### config.mk
export PLATFORM = sky130hd
export DESIGN_NAME = billing_reader
export DESIGN_NICKNAME = d
export VERILOG_FILES = /design/src/rtl/parking_pkg.sv /design/src/rtl/cost_calc.sv /design/src/rtl/billing_reader.sv
export SDC_FILE = /design/constraint.sdc
export NUM_CORES = 1
export LEC_CHECK = 0
export CAP_MARGIN = 20
export CORE_ASPECT_RATIO = 1.5
export CORE_MARGIN = 2
export CORE_UTILIZATION = 40
export DETAILED_ROUTE_END_ITERATION = 6
export GPL_TIMING_DRIVEN = 0
export SLEW_MARGIN = 10
export SYNTH_ARGS = -nofsm -noshare
export SYNTH_HDL_FRONTEND = slang
export SYNTH_HIERARCHICAL = 1
export SYNTH_SLANG_ARGS = --single-unit
### constraint.sdc
create_clock -name clk -period 6 [get_ports clk]
set_clock_uncertainty 0.1 [all_clocks]
set_input_delay 0.6 -clock clk [delete_from_list [all_inputs] [get_ports clk]]
set_output_delay 0.6 -clock clk [all_outputs]
set_load 0.01 [all_outputs]
### src/rtl/parking_pkg.sv
// -----------------------------------------------------------------------------
// parking_pkg
// Shared widths, limits and the billing state encoding for the parking
// billing slice.
//   CAR_W    : width of a car index
//   TIME_W   : width of the free-running time counter and entry times
//   COST_W   : width of a cost value
//   NUM_CARS : number of valid car slots (indices 0..NUM_CARS-1)
//   COST_MAX : largest representable cost; products above it saturate
// -----------------------------------------------------------------------------
package parking_pkg;

    localparam int CAR_W    = 2;
    localparam int TIME_W   = 10;
    localparam int COST_W   = 10;
    localparam int NUM_CARS = 3;
    localparam int COST_MAX = 1023;

    typedef enum logic [2:0] {
        S_IDLE  = 3'd0,
        S_READ  = 3'd1,
        S_CALC  = 3'd2,
        S_WRITE = 3'd3,
        S_DONE  = 3'd4
    } bill_state_t;

    // A car index is usable only if it names one of the populated slots.
    function automatic logic car_valid(input logic [CAR_W-1:0] car);
        return (32'(car) < NUM_CARS);
    endfunction

endpackage

### src/rtl/cost_calc.sv
// -----------------------------------------------------------------------------
// cost_calc
// Combinational cost from a parked duration:
//   cost = min(duration * RATE, COST_MAX), optionally floored at MIN_CHARGE.
// Optional feature macro: BILLING_MIN_CHARGE_EN (enables the MIN_CHARGE floor).
// Ports:
//   duration : input  [TIME_W-1:0] parked duration in time units
//   cost     : output [COST_W-1:0] saturated (and optionally floored) cost
// -----------------------------------------------------------------------------
module cost_calc
    import parking_pkg::*;
#(
    parameter int RATE       = 2,
    parameter int MIN_CHARGE = 5
) (
    input  logic [TIME_W-1:0] duration,
    output logic [COST_W-1:0] cost
);

    // Product is wide enough that duration*RATE never overflows before the
    // saturation compare.
    localparam int PW = TIME_W + $clog2(RATE + 1);

`ifdef BILLING_MIN_CHARGE_EN
    localparam logic [COST_W-1:0] FLOOR_V = COST_W'(MIN_CHARGE);
`else
    // With the floor disabled it collapses to zero, so the max() below is a
    // pass-through and folds away.
    localparam logic [COST_W-1:0] FLOOR_V = COST_W'(MIN_CHARGE * 0);
`endif

    logic [PW-1:0]     product;
    logic [COST_W-1:0] sat;

    always_comb begin
        product = PW'(duration) * PW'(RATE);
        if (product > PW'(COST_MAX)) begin
            sat = COST_W'(COST_MAX);
        end else begin
            sat = product[COST_W-1:0];
        end
        cost = (sat > FLOOR_V) ? sat : FLOOR_V;
    end

endmodule

### src/rtl/billing_reader.sv
// -----------------------------------------------------------------------------
// billing_reader
// Bills a departing car: reads its entry time from the entry/cost store,
// computes the parked duration and cost, writes the cost back and reports it.
// Sequence (one cycle per non-IDLE state): IDLE -> READ -> CALC -> WRITE ->
// DONE -> IDLE. A request accepted at edge 0 gives the store write in cycle 3,
// done in cycle 4, and the next request can be accepted in cycle 5.
// Optional feature macro: BILLING_MIN_CHARGE_EN (minimum charge floor, see
// cost_calc).
//
// Handshake: exit_req is a single-cycle request sampled only in IDLE; while
// busy is high it is dropped (no queuing, no error). An out-of-range car index
// in IDLE is refused with a one-cycle error pulse and no store access.
//
// Ports:
//   clk            : input       clock, rising edge
//   reset          : input       asynchronous active-low reset
//   exit_req       : input       one-cycle billing request
//   exit_car       : input  [1:0] car index, sampled with exit_req
//   cur_time       : input  [9:0] free-running time, sampled with exit_req
//   mem_car_sel    : output [1:0] car index presented to the store
//   mem_entry_time : input  [9:0] combinational entry time for mem_car_sel
//   mem_write_cost : output      one-cycle cost write strobe
//   mem_cost       : output [9:0] cost data for the write strobe
//   busy           : output      high whenever not in IDLE
//   done           : output      one-cycle completion pulse
//   bill           : output [9:0] last completed cost
//   error          : output      one-cycle pulse on a refused request
// -----------------------------------------------------------------------------
module billing_reader
    import parking_pkg::*;
#(
    parameter int RATE       = 2,
    parameter int MIN_CHARGE = 5
) (
    input  logic              clk,
    input  logic              reset,
    input  logic              exit_req,
    input  logic [CAR_W-1:0]  exit_car,
    input  logic [TIME_W-1:0] cur_time,
    output logic [CAR_W-1:0]  mem_car_sel,
    input  logic [TIME_W-1:0] mem_entry_time,
    output logic              mem_write_cost,
    output logic [COST_W-1:0] mem_cost,
    output logic              busy,
    output logic              done,
    output logic [COST_W-1:0] bill,
    output logic              error
);

    bill_state_t       state;
    logic [CAR_W-1:0]  car_q;
    logic [TIME_W-1:0] time_q;
    logic [TIME_W-1:0] duration_q;
    logic [COST_W-1:0] cost_q;
    logic [COST_W-1:0] cost_next;

    cost_calc #(
        .RATE       (RATE),
        .MIN_CHARGE (MIN_CHARGE)
    ) u_cost_calc (
        .duration (duration_q),
        .cost     (cost_next)
    );

    always_ff @(posedge clk or negedge reset) begin
        if (!reset) begin
            state          <= S_IDLE;
            car_q          <= '0;
            time_q         <= '0;
            duration_q     <= '0;
            cost_q         <= '0;
            mem_car_sel    <= '0;
            mem_write_cost <= 1'b0;
            mem_cost       <= '0;
            busy           <= 1'b0;
            done           <= 1'b0;
            bill           <= '0;
            error          <= 1'b0;
        end else begin
            // Strobes are single-cycle unless a state re-asserts them.
            mem_write_cost <= 1'b0;
            done           <= 1'b0;
            error          <= 1'b0;

            case (state)
                S_IDLE: begin
                    if (exit_req) begin
                        if (car_valid(exit_car)) begin
                            car_q       <= exit_car;
                            time_q      <= cur_time;
                            // Select the car now so the entry time is
                            // readable throughout READ.
                            mem_car_sel <= exit_car;
                            busy        <= 1'b1;
                            state       <= S_READ;
                        end else begin
                            error <= 1'b1;
                        end
                    end
                end

                S_READ: begin
                    // Natural TIME_W-bit wrap gives the modulo duration when
                    // the counter rolled over while the car was parked.
                    duration_q <= time_q - mem_entry_time;
                    state      <= S_CALC;
                end

                S_CALC: begin
                    cost_q         <= cost_next;
                    mem_cost       <= cost_next;
                    mem_write_cost <= 1'b1;
                    mem_car_sel    <= car_q;
                    state          <= S_WRITE;
                end

                S_WRITE: begin
                    mem_cost    <= '0;
                    mem_car_sel <= '0;
                    done        <= 1'b1;
                    state       <= S_DONE;
                end

                S_DONE: begin
                    bill  <= cost_q;
                    busy  <= 1'b0;
                    state <= S_IDLE;
                end

                default: begin
                    mem_car_sel <= '0;
                    mem_cost    <= '0;
                    busy        <= 1'b0;
                    state       <= S_IDLE;
                end
            endcase
        end
    end

endmodule

# Yosys cells after proc, flatten, opt, wreduce, memory -nomap -nowiden
# Index checks and enable logic that the tools add are counted.
dict set report word_totals {
  register_bits 61
  out_inout_bits 26
  word_cells 49
  input_bits 25
}
dict set report classes {
  reduce_logical 8
  n_eq_ne 6
  n_lt_le_gt_ge 3
  addsub 1
  bitwise 2
  n_mux 17
}
# cell n
set ops {}
lappend ops {{10-bit two-way mux} 2}
lappend ops {{10-bit case mux with 2 select lines} 1}
lappend ops {{3-bit case mux with 4 select lines} 1}
lappend ops {{11-bit by 10-bit greater-than comparator with 1-bit output, second input constant} 1}
lappend ops {{10-bit by 1-bit greater-than comparator with 1-bit output, second input constant} 1}
lappend ops {{10-bit subtractor} 1}
lappend ops {{3-bit AND reduction} 3}
lappend ops {{1-bit two-way mux} 7}
lappend ops {{3-bit by 2-bit == test with 1-bit output, second input constant} 2}
lappend ops {{3-bit two-way mux} 2}
lappend ops {{2-bit case mux with 3 select lines} 1}
lappend ops {{3-bit OR reduction} 2}
lappend ops {{2-bit two-way mux} 2}
lappend ops {{2-bit inequality test, second input constant} 2}
lappend ops {{3-bit by 1-bit == test with 1-bit output, second input constant} 1}
lappend ops {{3-bit == test, second input constant} 1}
lappend ops {{3-bit logical NOT} 1}
lappend ops {{2-bit less-than comparator, second input constant} 1}
lappend ops {{1-bit inverter} 2}
lappend ops {{1-bit case mux with 2 select lines} 1}
lappend ops {{2-bit AND reduction} 1}
lappend ops {{2-bit OR reduction} 1}

# Longest topological paths before layout
# Gate-level depths: netlist of the first run.
dict set report depth {
  ltp_word 5
  ltp_mapped 9
  depth_no_buf 9
}

# Modules after synthesis
# Netlist of the first run, hierarchy kept.
# module seq_area_each_um2 area_each_um2 cells_per_inst n_inst
set modules_own_cells {}
lappend modules_own_cells {billing_reader 1526.5 2915.3 255 1}
lappend modules_own_cells {cost_calc 0.0 60.1 10 1}

# Least setup slack after synthesis of the first run
# Ideal clock, no wire load.
dict set report synth_timing {
  kind {input -> register}
  start {input mem_entry_time[0]}
  end {register duration_q[8]}
  t_arrival_ns 1.984
  required_ns 5.772
  setup_time_ns 0.128
  setup_slack_ns 3.788
  n_path_buf 0
  path_stages 8
  cell_sequence {ha_1 -> inv_1 -> fa_1 -> a211oi_1 -> o211ai_1 -> a31oi_1 -> xor2_1 -> o21ai_0}
}
dict set report synth_between {
  elab_chain_cells 1
}
# element line
set synth_rtl {}
lappend synth_rtl {{start: declaration} billing_reader.sv:42} ;# input logic [TIME_W-1:0] mem_entry_time,
lappend synth_rtl {{10-bit subtractor} billing_reader.sv:106} ;# duration_q <= time_q - mem_entry_time;
lappend synth_rtl {{end signal: assignment} billing_reader.sv:106}
lappend synth_rtl {{end: declaration} billing_reader.sv:54} ;# logic [TIME_W-1:0] duration_q;
# Every way passes these cells.
# A chain may end at the register's enable or synchronous reset.

# Final worst setup path of the first run
# Same ends and word-level chain as after synthesis.

==> results.sh, run 1 <==
export IMPL_critical_path_cell_chain="clkdlybuf4s50_1 -> ha_1 -> inv_1 -> fa_1 -> a211oi_1 -> o211ai_1 -> a31oi_1 -> xor2_1 -> o21ai_0"
export IMPL_synth_top_cell_area_share_pct=51.3
export IMPL_grt_use_total_pct=15.9
export IMPL_gr_usage_met2_pct=25.5
export IMPL_seq_area_um2=1530
export IMPL_timing_setup_tns_ns=0
export IMPL_drtIter0Drc=75
export IMPL_pwr_share_seq_pct=36.1
export IMPL_crit_required_ns=6.13
export IMPL_clkLatencyLatePin_ns=0.35
export IMPL_yosysMostFrequentCell="dfrtp_1"
export IMPL_syn_area_um2=2980
export IMPL_initial_core_util_pct=41.2
export IMPL_power_density_nw_per_um2=551
export IMPL_hold_buffers=0
export IMPL_cts_buffers=9
export IMPL_report_final_slew_viol_count=0
export IMPL_grt_max_degree=62
export IMPL_power_leakage_nw=1.68
export IMPL_avgSynthCellArea_um2=11.2
export IMPL_p_int_mw=1.33
export IMPL_vias_per_cell=4.74
export IMPL_fillers=681
export IMPL_cts_path_max_buffers=2
export IMPL_first_pass_iters=4
export IMPL_die_x_um=74.4
export IMPL_drv_cap=0
export IMPL_synth_enable_flop_cells=0
export IMPL_clock_sinks=61
export IMPL_yosysTopAreaCell="dfrtp_1"
export IMPL_cp_end_kind="flop"
export IMPL_cp_slowest_stage_delay_ns=0.47
export IMPL_async_reset_ff_share_pct=100
export IMPL_fmax_ghz=0.392
export IMPL_synth_common_cells="dfrtp_1 (61), nand2_1 (29), o21ai_0 (21), mux2_2 (18)"
export IMPL_cp_num_buf_inv=2
export IMPL_antenna_found_initial=0
export IMPL_p_sw_share_pct=35.4
export IMPL_power_switching_uw=729
export IMPL_placed_area_um2=3600
export IMPL_vias=2020
export IMPL_cts_resized=0
export IMPL_worst_pin_slew_ns=0.766
export IMPL_critPathMaxFanout=3
export IMPL_power_share_clock_pct=14.2
export IMPL_rows=38
export IMPL_place_congestion=0.827
export IMPL_area_growth_pct=25.7
export IMPL_grt_busiest_layer="met2"
export IMPL_grt_met1_usage_pct=18.8
export IMPL_cts_setup_buffers=0
export IMPL_max_vdd_ir_drop_mv=0.245
export IMPL_arrival_ns=2.68
export IMPL_fin_crit_ns=2.55
export IMPL_insertedDiodeCount=0
export IMPL_yosys_register_bits=61
export IMPL_slew_headroom_pct=48.9
export IMPL_finalWirelength_um=5620
export IMPL_hold_viol_final=0
export IMPL_gr_total_overflow=0
export IMPL_wl_per_cell_um=13.2
export IMPL_crit_type="input port to flop"
export IMPL_outcome="finished clean"
export IMPL_die_h_um=110
export IMPL_clockRootBuffer="clkbuf_8"
export IMPL_cts_tree="yes"
export IMPL_hold_class="input port to asynchronous set/reset pin"
export IMPL_startpoint_type="input port"
export IMPL_synth_seq_area_share_pct=51.3
export IMPL_grt_pass1_wl_um=9570
export IMPL_cts_max_level=3
export IMPL_multi_input_comb_area_um2=1330
export IMPL_final_layout_size_suffix_gt1_share_pct=17.5
export IMPL_yosysUniqueCellTypes=38
export IMPL_die_area_um2=8160
export IMPL_p_comb_share_pct=49.7
export IMPL_final_antenna_net_count=0
export IMPL_io_buffers=50
export IMPL_dp_hpwl_um=4090
export IMPL_core_um2=7230
export IMPL_nets=361
export IMPL_synth_fp_nets=300
export IMPL_synth_top_cells_by_area="dfrtp_1 (51%), mux2_4 (8.6%), mux2_2 (6.8%)"
export IMPL_first_global_vias=2029
export IMPL_drc=0
export IMPL_gr_usage_met3_pct=4.67
export IMPL_cp_slowest_cell="clkdlybuf4s50_1"
export IMPL_ys_flop_type="dfrtp_1"
export IMPL_crit_family="compound AO/OA/AOI/OAI gates"
export IMPL_ios=51
export IMPL_min_period_over_period_pct=42.5
export IMPL_design_area_um2=3740
export IMPL_syn_inst=265
export IMPL_rsz0062_at_grt="no"
export IMPL_setup_viol=0
export IMPL_yosysWarnings=6
export IMPL_clk_pin_slew_ns=0.06
-- metrics by stage --
stage	hold slack [ns]	util, %	power (mW)	setup WS [ns]	cells
after global placement	0.358	49.8	1.77	2.20	415
after floorplan	0.204	-	1.44	3.79	265
after detailed placement	0.366	49.8	1.79	3.08	415
after global routing	0.308	51.7	2.24	3.31	426
final	0.228	51.7	2.06	3.45	426
after CTS	0.255	51.7	2.09	3.45	426
-- final timing paths --
check	slack (ns)	start	cells after the start	endpoint
setup / recovery	3.45	mem_entry_time[0]	9	duration_q[8]
hold reg to reg	0.38	duration_q[5]	2	duration_q[5]
max in group asynchronous	5.07	reset	1	busy
setup reg to reg	3.74	time_q[0]	9	duration_q[8]
hold / removal	0.23	reset	1	cost_q[6]
min in group clk	0.38	duration_q[5]	2	duration_q[5]
-- registers in the layout, indices dropped and copies added, names as in the netlist --
register,count
bill,10
cost_q,10
done,1
mem_cost,10
state,3
error,1
mem_write_cost,1
car_q,2
time_q,10
duration_q,10
mem_car_sel,2
busy,1
-- per-layer routing --
metal	share of wire, %	up-vias
met1	45	938
met4	2.1	0
met2	49	48
met5	0	-
met3	4.3	11
li1	-	1023
-- power by group through the flow --
stage | registers [mW] | logic (mW) | clock network [mW]
detailed placement | 0.756 | 1.03 | 0
floorplan | 0.758 | 0.679 | 0
finish | 0.744 | 1.02 | 0.293
global placement | 0.748 | 1.02 | 0
global route | 0.773 | 1.15 | 0.318
CTS | 0.749 | 1.04 | 0.305
-- logic make-up after synthesis --
| kind of cell | count (synthesis) | share of synthesized area [%] |
|---|---|---|
| AOI/OAI and AO/OA | 53 | 9.97 |
| xor gates and xnor gates | 6 | 1.77 |
| adders and majority gates | 10 | 4.46 |
| buffers and inverters | 25 | 4.04 |
| DFF | 61 | 51.3 |
| muxes | 36 | 15.7 |
| and+or+nand+nor | 74 | 12.7 |
-- layout make-up --
cell class / count / share of cell area [%]
Sequential cell: 61 / 40.8
Multi-Input combinational cell: 179 / 35.5
Timing Repair Buffer: 50 / 13.3
Clock buffer: 11 / 3.78
Tap cell: 100 / 3.35
Buffer: 12 / 1.91
Inverter: 13 / 1.30
-- placed cells by master, fill, tap and decap left out, types with 6 or more instances in the layout --
master           instances
clkbuf_1                 6
a21oi_1                 17
clkbuf_8                10
nor2b_1                 11
nor2_1                   6
mux2_2                  18
mux2_4                  17
dfrtp_1                 61
nand3_1                  6
o21ai_0                 21
inv_1                   13
nand2_1                 29
clkdlybuf4s50_1         49
or2_1                    9
ha_1                     9
Note: power is estimated with default switching activity, not from simulation.
==> inputs of run 2 (changes only) <==
--- a/config.mk
+++ b/config.mk
@@ -11,6 +11,7 @@
 export CORE_UTILIZATION = 40
 export DETAILED_ROUTE_END_ITERATION = 6
 export GPL_TIMING_DRIVEN = 0
+export PLACE_DENSITY = 0.66
 export SLEW_MARGIN = 10
 export SYNTH_ARGS = -nofsm -noshare
 export SYNTH_HDL_FRONTEND = slang
==> constraint.sdc (replaced) <==
create_clock -name clk -period 2.2 [get_ports clk]
set_clock_uncertainty 0.1 [all_clocks]
set_input_delay 0.22 -clock clk [delete_from_list [all_inputs] [get_ports clk]]
set_output_delay 0.22 -clock clk [all_outputs]
set_load 0.01 [all_outputs]
==> run 2 against run 1 <==
  * Clock power grew to 3.0 times the previous value
  * Non-clock buffer count rose by 2
  * Combinational power rose to 2.8 times the previous value
  * Sequential share of layout area fell by 0.87 points
  * Wire length decreased by 0.59%
  * Design area increased by 2.2%
  * Critical path depth did not move
  * Global-route usage grew 0.087 points
  * Utilization rose by 1.1 points
  * Final cell count up 1.4%
  * Sequential power increased to 2.7 times the previous value
  * Critical path type is now flop to flop
  * Highest routed layer unchanged
  * Worst setup slack worse by 3.4 ns
==> results.sh, run 2 (synthesized netlist as in run 1, its figures left out) <==
export IMPL_outcome="finished clean"
export IMPL_fin_crit_ns=2.12
export IMPL_power_leakage_nw=1.71
export IMPL_slew_headroom_pct=49.6
export IMPL_initial_core_util_pct=41.2
export IMPL_ios=51
export IMPL_clk_pin_slew_ns=0.06
export IMPL_p_sw_share_pct=35.1
export IMPL_final_layout_size_suffix_gt1_share_pct=19.9
export IMPL_final_antenna_net_count=0
export IMPL_cp_slowest_cell="fa_2"
export IMPL_drv_cap=0
export IMPL_timing_setup_tns_ns=0
export IMPL_first_global_vias=2116
export IMPL_power_switching_mw=2.03
export IMPL_cts_tree="yes"
export IMPL_cts_buffers=9
export IMPL_crit_family="compound AO/OA/AOI/OAI gates"
export IMPL_area_growth_pct=28.4
export IMPL_cp_num_buf_inv=2
export IMPL_cts_max_level=3
export IMPL_worst_pin_slew_ns=0.756
export IMPL_critical_path_cell_chain="inv_2 -> ha_4 -> inv_2 -> fa_2 -> a211oi_4 -> o211ai_1 -> a31oi_1 -> xor2_1 -> o21ai_1"
export IMPL_fmax_ghz=0.471
export IMPL_pwr_share_seq_pct=35.2
export IMPL_max_vdd_ir_drop_mv=0.511
export IMPL_io_buffers=50
export IMPL_p_int_mw=3.76
export IMPL_crit_top_cell="inv_2"
export IMPL_holdWs_ns=0.368
export IMPL_first_pass_iters=4
export IMPL_cts_path_max_buffers=2
export IMPL_power_share_clock_pct=15.4
export IMPL_vias=2097
export IMPL_power_density_nw_per_um2=1520
export IMPL_nets=363
export IMPL_clockRootBuffer="clkbuf_8"
export IMPL_grt_max_degree=62
export IMPL_vias_per_cell=4.85
export IMPL_design_area_um2=3820
export IMPL_mostFrequentLayoutCells="dfrtp_1 (61), clkdlybuf4s50_1 (49), nand2_1 (29)"
export IMPL_wl_per_cell_um=12.9
export IMPL_grt_pass1_wl_um=9720
export IMPL_drc=0
export IMPL_die_area_um2=8160
export IMPL_placed_area_um2=3600
export IMPL_cp_end_kind="flop"
export IMPL_drtIter0Drc=112
export IMPL_gr_total_overflow=0
export IMPL_arrival_ns=2.24
export IMPL_dp_hpwl_um=4180
export IMPL_cp_slowest_stage_delay_ns=0.42
export IMPL_grt_use_total_pct=15.9
export IMPL_report_final_slew_viol_count=0
export IMPL_hold_viol_final=0
export IMPL_die_x_um=74.4
export IMPL_clock_sinks=61
export IMPL_rows=38
export IMPL_startpoint_type="flop"
export IMPL_clkLatencyLatePin_ns=0.33
export IMPL_antenna_found_initial=0
export IMPL_layout_commonest_cell="dfrtp_1"
export IMPL_crit_type="flop to flop"
export IMPL_place_congestion=0.785
export IMPL_die_h_um=110
export IMPL_finalNonFillerCells=432
export IMPL_critPathMaxFanout=3
export IMPL_p_comb_share_pct=49.4
export IMPL_crit_required_ns=2.32
export IMPL_min_period_over_period_pct=96.4
export IMPL_setup_viol=0
export IMPL_power_mw=5.79
export IMPL_insertedDiodeCount=0
export IMPL_place_inst=415
export IMPL_finalWirelength_um=5590
export IMPL_hold_class="flop to flop"
export IMPL_core_um2=7230
==> run 2: worst paths after layout <==
path | endpoint | from | depth (start not counted) | slack (ns)
max in group asynchronous | mem_car_sel[1] | reset | 2 | 1.10
worst min register to register | duration_q[0] | duration_q[0] | 2 | 0.37
min in group asynchronous | time_q[6] | reset | 2 | 0.40
worst max register to register | duration_q[8] | time_q[0] | 9 | 0.08
worst max-delay path | duration_q[8] | time_q[0] | 9 | 0.08
worst min-delay path | duration_q[0] | duration_q[0] | 2 | 0.37
==> run 2: layer usage <==
layer,GRT usage (%),part of all wire [%],up-vias,routed length [um]
met5,0,0,-,0
met4,12.2,4.9,0,276
met3,2.02,3.2,19,181
met2,26.9,51,61,2840
met1,17.8,41,997,2300
li1,-,-,1020,-
==> run 2: tightest hold or removal path: stages (launching register included) <==
cell and delay (ns):
dfrtp_1 0.33, nand2_1 0.04, o21ai_0 0.05
==> run 2: cell type report <==
type	count	area, um^2
plain buffers	12	71.3
clock buffers	14	173
clock inverters	1	5.00
fillers	660	3410
inverters	13	48.8
multi-input cells	179	1360
flip-flops and latches	61	1530
well taps	100	125
repair buffers	52	515
==> run 2: power groups by stage <==
stage	Sequential (mW)	Clock, mW	Combinational, mW
floorplan	2.07	0	1.85
global placement	2.03	0	2.75
detailed placement	2.06	0	2.82
CTS	2.05	0.923	2.84
global route	2.12	0.967	3.20
finish	2.04	0.890	2.86
==> run 2: what timing repair did <==
action / in CTS / in global routing
setup buffers: 0 / 1
setup endpoints to repair: 2 / 2
hold endpoints to repair: 61 / 0
pin swaps: 1 / 6
gates resized for setup: 1 / 8
hold buffers: 1 / 0
==> run 2: through the flow <==
step / utilization (%) / setup WS (ns)
after floorplan: - / 0.190
final: 52.9 / 0.0787
after detailed placement: 49.8 / -0.333
after CTS: 52.5 / 0.0114
after global placement: 49.8 / -1.13
after global routing: 52.9 / -0.0131
